--- src/rtl/pipe_stage_reg_if.sv ---
// Handshake/payload bundle for pipe_stage_reg: upstream entry in, held entry out.
interface pipe_stage_reg_if #(
  parameter int unsigned DATA_W = 128,
  parameter int unsigned CTRL_W = 6
);
  logic              valid_i;
  logic              ready_o;
  logic [CTRL_W-1:0] ctrl_i;
  logic [DATA_W-1:0] data_i;
  logic              out_valid_o;
  logic              out_ready_i;
  logic [CTRL_W-1:0] ctrl_o;
  logic [DATA_W-1:0] data_o;

  modport slave (
    input  valid_i, ctrl_i, data_i, out_ready_i,
    output ready_o, out_valid_o, ctrl_o, data_o
  );

  modport master (
    output valid_i, ctrl_i, data_i, out_ready_i,
    input  ready_o, out_valid_o, ctrl_o, data_o
  );
endinterface

--- src/rtl/pipe_stage_reg.sv ---
// Two-entry skid pipeline register with stall, flush and bubble-zeroed control bits.
module pipe_stage_reg #(
  parameter int unsigned DATA_W = 128,
  parameter int unsigned CTRL_W = 6
) (
  input  logic              clk_i,
  input  logic              rst_n_i,
  input  logic              stall_i,
  input  logic              flush_i,
  pipe_stage_reg_if.slave   bus
);

  typedef enum logic [1:0] {EMPTY, ONE, FULL} state_e;

  state_e            state_q, state_d;
  logic [CTRL_W-1:0] main_ctrl_q, main_ctrl_d, skid_ctrl_q, skid_ctrl_d;
  logic [DATA_W-1:0] main_data_q, main_data_d, skid_data_q, skid_data_d;
  logic              ready, out_valid, accept, rel;

  assign ready     = (state_q != FULL);
  assign out_valid = (state_q != EMPTY);
  assign accept    = bus.valid_i & ready & ~stall_i & ~flush_i;
  assign rel       = out_valid & bus.out_ready_i & ~stall_i & ~flush_i;

  assign bus.ready_o     = ready;
  assign bus.out_valid_o = out_valid;
  assign bus.ctrl_o      = main_ctrl_q;
  assign bus.data_o      = main_data_q;

  // Control fields are zeroed whenever their entry becomes invalid so ctrl_o
  // is already a bubble straight from the register.
  always_comb begin
    state_d     = state_q;
    main_ctrl_d = main_ctrl_q;
    main_data_d = main_data_q;
    skid_ctrl_d = skid_ctrl_q;
    skid_data_d = skid_data_q;
    if (flush_i) begin
      state_d     = EMPTY;
      main_ctrl_d = '0;
      skid_ctrl_d = '0;
    end else begin
      unique case (state_q)
        EMPTY: begin
          if (accept) begin
            state_d     = ONE;
            main_ctrl_d = bus.ctrl_i;
            main_data_d = bus.data_i;
          end
        end
        ONE: begin
          if (accept && rel) begin
            main_ctrl_d = bus.ctrl_i;
            main_data_d = bus.data_i;
          end else if (accept) begin
            state_d     = FULL;
            skid_ctrl_d = bus.ctrl_i;
            skid_data_d = bus.data_i;
          end else if (rel) begin
            state_d     = EMPTY;
            main_ctrl_d = '0;
          end
        end
        FULL: begin
          if (rel) begin
            state_d     = ONE;
            main_ctrl_d = skid_ctrl_q;
            main_data_d = skid_data_q;
            skid_ctrl_d = '0;
          end
        end
        default: state_d = EMPTY;
      endcase
    end
  end

  always_ff @(posedge clk_i or negedge rst_n_i) begin
    if (!rst_n_i) begin
      state_q     <= EMPTY;
      main_ctrl_q <= '0;
      main_data_q <= '0;
      skid_ctrl_q <= '0;
      skid_data_q <= '0;
    end else begin
      state_q     <= state_d;
      main_ctrl_q <= main_ctrl_d;
      main_data_q <= main_data_d;
      skid_ctrl_q <= skid_ctrl_d;
      skid_data_q <= skid_data_d;
    end
  end

endmodule

--- src/flat_wrapper.sv ---
// flat-port wrapper written by rule: the top's interface ports become plain ports
module pipe_stage_reg_flat 
#(
  parameter int unsigned DATA_W = 128,
  parameter int unsigned CTRL_W = 6
)
  (clk_i, rst_n_i, stall_i, flush_i, bus_valid_i, bus_ctrl_i, bus_data_i, bus_out_ready_i, bus_ready_o, bus_out_valid_o, bus_ctrl_o, bus_data_o);
  pipe_stage_reg_if #(.DATA_W(DATA_W), .CTRL_W(CTRL_W)) bus_i ();
  input  logic clk_i;
  input  logic rst_n_i;
  input  logic stall_i;
  input  logic flush_i;
  input wire logic [$bits(bus_i.valid_i)-1:0] bus_valid_i;
  input wire logic [$bits(bus_i.ctrl_i)-1:0] bus_ctrl_i;
  input wire logic [$bits(bus_i.data_i)-1:0] bus_data_i;
  input wire logic [$bits(bus_i.out_ready_i)-1:0] bus_out_ready_i;
  output wire logic [$bits(bus_i.ready_o)-1:0] bus_ready_o;
  output wire logic [$bits(bus_i.out_valid_o)-1:0] bus_out_valid_o;
  output wire logic [$bits(bus_i.ctrl_o)-1:0] bus_ctrl_o;
  output wire logic [$bits(bus_i.data_o)-1:0] bus_data_o;
  assign bus_i.valid_i = bus_valid_i;
  assign bus_i.ctrl_i = bus_ctrl_i;
  assign bus_i.data_i = bus_data_i;
  assign bus_i.out_ready_i = bus_out_ready_i;
  assign bus_ready_o = bus_i.ready_o;
  assign bus_out_valid_o = bus_i.out_valid_o;
  assign bus_ctrl_o = bus_i.ctrl_o;
  assign bus_data_o = bus_i.data_o;
  pipe_stage_reg #(.DATA_W(DATA_W), .CTRL_W(CTRL_W)) u_core (.clk_i(clk_i), .rst_n_i(rst_n_i), .stall_i(stall_i), .flush_i(flush_i), .bus(bus_i));
endmodule
--- config.mk ---
export PLATFORM = sky130hd
export DESIGN_NAME = pipe_stage_reg_flat
export DESIGN_NICKNAME = d
export VERILOG_FILES = /design/src/rtl/pipe_stage_reg_if.sv /design/src/rtl/pipe_stage_reg.sv /design/src/flat_wrapper.sv
export SDC_FILE = /design/constraint.sdc
export NUM_CORES = 1
export LEC_CHECK = 0
export BUFFER_PORTS_ARGS = -buffer_cell sky130_fd_sc_hd__buf_4
export CORE_ASPECT_RATIO = 1.4
export CORE_UTILIZATION = 30
export DETAILED_ROUTE_END_ITERATION = 6
export SLEW_MARGIN = 5
export SYNTH_ARGS = -nofsm -noshare
export SYNTH_HDL_FRONTEND = slang
export SYNTH_SLANG_ARGS = --single-unit
--- constraint.sdc ---
create_clock -name clk_i -period 2.2 [get_ports clk_i]
set_input_delay 0.33 -clock clk_i [delete_from_list [all_inputs] [get_ports clk_i]]
set_output_delay 0.33 -clock clk_i [all_outputs]
set_load 0.02 [all_outputs]
* Yosys cells after proc, flatten, opt, wreduce, memory -nomap -nowiden *
Index checks and enable logic that the tools add are counted.

word-level totals
  register bits = 270
  bits of input ports = 140
  output and inout bits = 136
  word-level logic and storage cells = 59

cells by class
  equality and inequality tests = 13
  multiplexer cells = 21
  bitwise logic cells = 9
  reduce and logical (&&, ||, !) cells = 11

operator list
  kind                  count
  $mux W128             3
  $pmux W128 S3         1
  $mux W6               8
  $pmux W6 S3           1
  $mux W2               6
  $pmux W6 S2           1
  $reduce_and A4 Y1     3
  $reduce_and A5 Y1     2
  $ne A3 B2 Y1 const B  3
  $ne A4 B2 Y1 const B  2
  $and A1 B1 Y1         6
  $ne A2 B1 Y1 const B  3
  $pmux W2 S3           1
  $reduce_bool A3 Y1    2
  $ne A4 B4 Y1 const B  1
  $reduce_bool A4 Y1    1
  $ne A3 B3 Y1 const B  1
  $not A1 Y1            3
  $eq A2 B1 Y1 const B  1
  $eq A2 B2 Y1 const B  1
  $logic_not A2 Y1      1
  $ne A2 B2 Y1 const B  1
  $reduce_bool A2 Y1    1
  $logic_and A1 B1 Y1   1

* Longest topological paths before layout *
  depth in word-level cells = 9
  gate-level depth with buffers = 8
  mapped depth without buffers = 6

* Worst setup path after synthesis *
Ideal clock, no wire load.

  kind = register to register
  start = register u_core.state_q[0]
  end = register u_core.main_data_q[100], in the netlist u_core.bus.data_o[100]
  setup time = 0.125 ns
  arrival = 2.118 ns
  data required time = 2.075 ns
  path slack = -0.043 ns
  cell stages (with the launch flop) = 9
  path buffers = 2
  clock period less this slack = 2.243 ns
  cells stage by stage = dfrtp_1 > inv_1 > ha_1 > or3b_1 > a211oi_2 > o31a_2 > buf_12 > buf_12 > mux2_4

between the ends
  cells in the longest elaborated chain, start to end = 7
  elaborated cells between the ends (all ways) = 18
  classes of those cells = eq/ne (6); mux (1); bitwise (6); reduce/logical (5)

RTL lines
  what                                                   line                                        RTL
  start: declaration                                     pipe_stage_reg.sv:15                        state_e state_q, state_d;
  start signal: assignment                               pipe_stage_reg.sv:85                        state_q <= state_d;
  $ne A2 B2 Y1 or $reduce_bool A2 Y1 (tied branches)     pipe_stage_reg.sv:20, pipe_stage_reg.sv:21
  $and A1 B1 Y1, on equally long branches (3 in series)  pipe_stage_reg.sv:22, pipe_stage_reg.sv:23
  $logic_and A1 B1 Y1                                    pipe_stage_reg.sv:52                        if (accept && rel) begin
  $ne A2 B1 Y1 (no line)                                 n/a
  $reduce_and A5 Y1 (no line)                            n/a
  end signal: assignment                                 pipe_stage_reg.sv:87                        main_data_q <= main_data_d;
  end: declaration                                       pipe_stage_reg.sv:17                        logic [DATA_W-1:0] main_data_q, main_data_d, skid_data_q, skid_data_d;

Several ways; a longest one is shown, not always the timed one.
A chain may end at the register's enable or synchronous reset.

* Worst setup path after layout *
  start = register u_core.state_q[0]
  end = register u_core.main_data_q[38], in the netlist u_core.bus.data_o[38]

Same word-level chain as after synthesis.

==> flow_metrics.py <==
metrics = {
    "run": {
        "cap_violations": 0,
    },
    "sta": {
        "max_freq_mhz": 448,
        "fin_crit_ps": 2230,
        "slew_headroom_pct": 63.0,
        "totalNegativeSetupSlack_ps": -1080,
        "fin_ws_ps": -33.5,
        "post-route-period-util_pct": 102,
        "rsz0062_at_grt": "true",
        "skew_ps": 13.8,
        "drv_slew": 0,
        "tightest_slew_ps": 555,
        "setup_violations": 67,
        "hold_ws_ps": 33.2,
        "hold_viol_final": 0,
    },
    "routing": {
        "wl_per_cell_um": 17.7,
        "drt-pass1-iter-count": 4,
        "num_vias": 7985,
        "drcViolationCount": 0,
        "detail-route-antenna-nets": 0,
        "drt-total-wl_mm": 31.3,
        "drt_iter0_markers": 213,
        "routed_via_density": 4.51,
    },
    "global_route": {
        "grtUsageTotal_pct": 14.6,
        "antenna_found_initial": 0,
        "grt_pass1_vias": 8924,
        "grt_max_degree": 62,
        "grt_pass1_wl_mm": 49.2,
        "overflow": 0,
    },
    "yosys": {
        "synthFlopType": "dfrtp_1",
        "syn_nets": 908,
        "avgSynthCellArea_um2": 16.2,
        "synth_common_cells": "270 x dfrtp_1, 152 x mux2_2, 120 x mux2_4, 113 x mux2_1, 16 x buf_2",
        "synth_edf_count": 0,
        "ys_seq_area_share_pct": 54.5,
        "ys_ff_latch": 270,
        "synth_area_mm2": 0.0124,
        "yosysWarnings": 0,
        "yosysTopAreaCellShare_pct": 54.5,
        "synth_area_leader_cell": "dfrtp_1",
        "ys_top_cells_by_area": "dfrtp_1 54%, mux2_4 15%, mux2_2 14%, mux2_1 10%, buf_12 1.8%",
        "ys_types": 34,
        "syn_inst": 764,
        "synth.most_common_cell": "dfrtp_1",
        "ys_async_sr_fraction_pct": 100,
    },
    "cells_and_area": {
        "fin_nets": 1364,
        "drive_gt1_share_pct": 54.6,
        "multiInputGateArea_mm2": 0.00532,
        "final_cells": 1772,
        "regArea_mm2": 0.00676,
        "postLayoutCellArea_mm2": 0.0180,
        "syn2layout_area_growth_pct": 45.2,
        "fillers": 3656,
        "num_antenna_cells": 0,
    },
    "place": {
        "gp_congestion": 0.766,
        "portBuffers": 275,
        "dp_cells": 1580,
        "post_dp_cell_area_mm2": 0.0154,
        "post-dp-hpwl_mm": 20.2,
    },
    "critical_path": {
        "critPathKind": "flop to flop",
        "required_ps": 2620,
        "worstSetupEndpointType": "flop",
        "worstPathArrival_ps": 2650,
        "path_max_fanout": 9,
        "startpoint_type": "flop",
    },
    "clock_tree": {
        "cts-buffers-inserted": 28,
        "clk-insertion-delay-late_ps": 550,
        "path_clk_slew_ps": 70,
        "cts_tree": "done",
        "root_buffer": "clkbuf_16",
        "h-tree-depth": 1,
        "clock-sinks": 270,
        "cts_buffer_depth": 3,
    },
    "power": {
        "leakage_nw": 8.26,
        "peakVddDrop_uv": 821,
        "powerDensity_mw_per_mm2": 1260,
    },
    "die": {
        "die_height_um": 243,
        "rows": 87,
        "initial_core_util_pct": 30.6,
        "pin_count": 276,
        "die_w_um": 174,
        "dieArea_mm2": 0.0422,
        "core_mm2": 0.0405,
    },
    "hold_path": {
        "worst_hold_path_type": "input port to flop",
    },
    "status": {
        "violations": "negative setup slack",
        "outcome": "finished with violations",
    },
}
[area by class of cell]
class	count	area share [%]
clock buffer	39	4.40
sequential	270	37.5
inverter	11	0.229
clock inverter	9	0.528
timing repair buffer	470	24.1
tap	534	3.71
multi-input combinational	439	29.5
[cells by family after synthesis]
group | Yosys count | share of synthesized area (%)
compound gates | 19 | 1.38
xor+xnor | 1 | 0.0706
fa+ha+maj | 4 | 0.403
buf+inv | 55 | 3.51
flops | 270 | 54.5
mux | 391 | 39.1
simple gates | 24 | 1.12
[layer usage]
metal  GRT usage (%)  share of wire, %
met1            17.8                42
met2            26.1                51
met3            2.44               4.1
met4            4.13               2.1
met5               0                 0
[power by group]
group	switching [mW]	internal [mW]	total, mW	leakage (nW)
Sequential	1.28	7.32	8.61	3.29
Combinational	4.00	5.33	9.33	4.53
Clock	1.96	2.73	4.68	0.443
Total	7.24	15.4	22.6	8.26
[cells in the final DEF, fill, tap and decap left out, drive strengths merged]
cell type	synthesis	layout
nor2	6	6
o21ai	1	1
nor2b	3	3
and4	1	1
nor3	1	1
mux2i	6	6
nand2	6	6
and2	1	1
bufinv	0	2
clkinv	0	7
ha	4	4
mux2	385	385
buf	30	339
or3b	2	2
nor3b	1	1
a32oi	6	6
clkbuf	14	45
nand4bb	1	1
a2bb2oi	1	1
xnor2	1	1
o2bb2ai	6	6
inv	11	11
nand2b	1	1
a31o	1	1
o31a	1	1
nor4bb	1	1
a211oi	1	1
dfrtp	270	270
dlygate4sd3	0	125
a221oi	1	1
o22ai	1	1
[final timing paths]
kind                       cells after the start                                   to                                start  slack (ps)
max                                            8    u_core.bus.data_o[38]$_DFFE_PN0P_        u_core.state_q[0]$_DFFE_PN0P_         -30
max reg2reg                                    8    u_core.bus.data_o[38]$_DFFE_PN0P_        u_core.state_q[0]$_DFFE_PN0P_         -30
min                                            2  u_core.skid_data_q[120]$_DFFE_PN0P_                      bus_data_i[120]          30
max in group asynchronous                      3  u_core.skid_data_q[117]$_DFFE_PN0P_                              rst_n_i        1130
min in group asynchronous                      2   u_core.skid_data_q[61]$_DFFE_PN0P_                              rst_n_i         350
min reg2reg                                    1  u_core.skid_data_q[117]$_DFFE_PN0P_  u_core.skid_data_q[117]$_DFFE_PN0P_         480
[per-stage QoR]
step | total power [mW] | util [%] | worst slack, ps
detailed placement | 17.5 | 38.1 | -183
finish | 22.6 | 44.5 | -33.5
floorplan | 13.9 | - | 1.35
global placement | 17.3 | 38.1 | -176
CTS | 22.8 | 44.0 | -37.7
global route | 23.8 | 44.5 | -96.5
[state kept, by name (all words and copies together), names as in the netlist]
name                flops
u_core.bus.data_o     128
u_core.bus.ctrl_o       6
u_core.skid_data_q    128
u_core.skid_ctrl_q      6
u_core.state_q          2
[critical path, stage by stage, from the launching register on]
cell and delay (ps):
dfrtp_1 370, inv_2 70, ha_4 160, or3b_4 400, a211oi_2 210, o31a_4 250
buf_12 180, buf_12 160, mux2_4 300
[repair_timing]
item / 4_1_cts / 5_1_grt
buffers inserted: 8 / 4
gates resized for setup: 24 / 8
cloned: 3 / 6
hold endpoints to repair: 177 / 0
hold buffers: 125 / 0
endpoints found under the setup margin: 253 / 217
pin swaps: 5 / 1
Power figures use the tool's default switching activity.
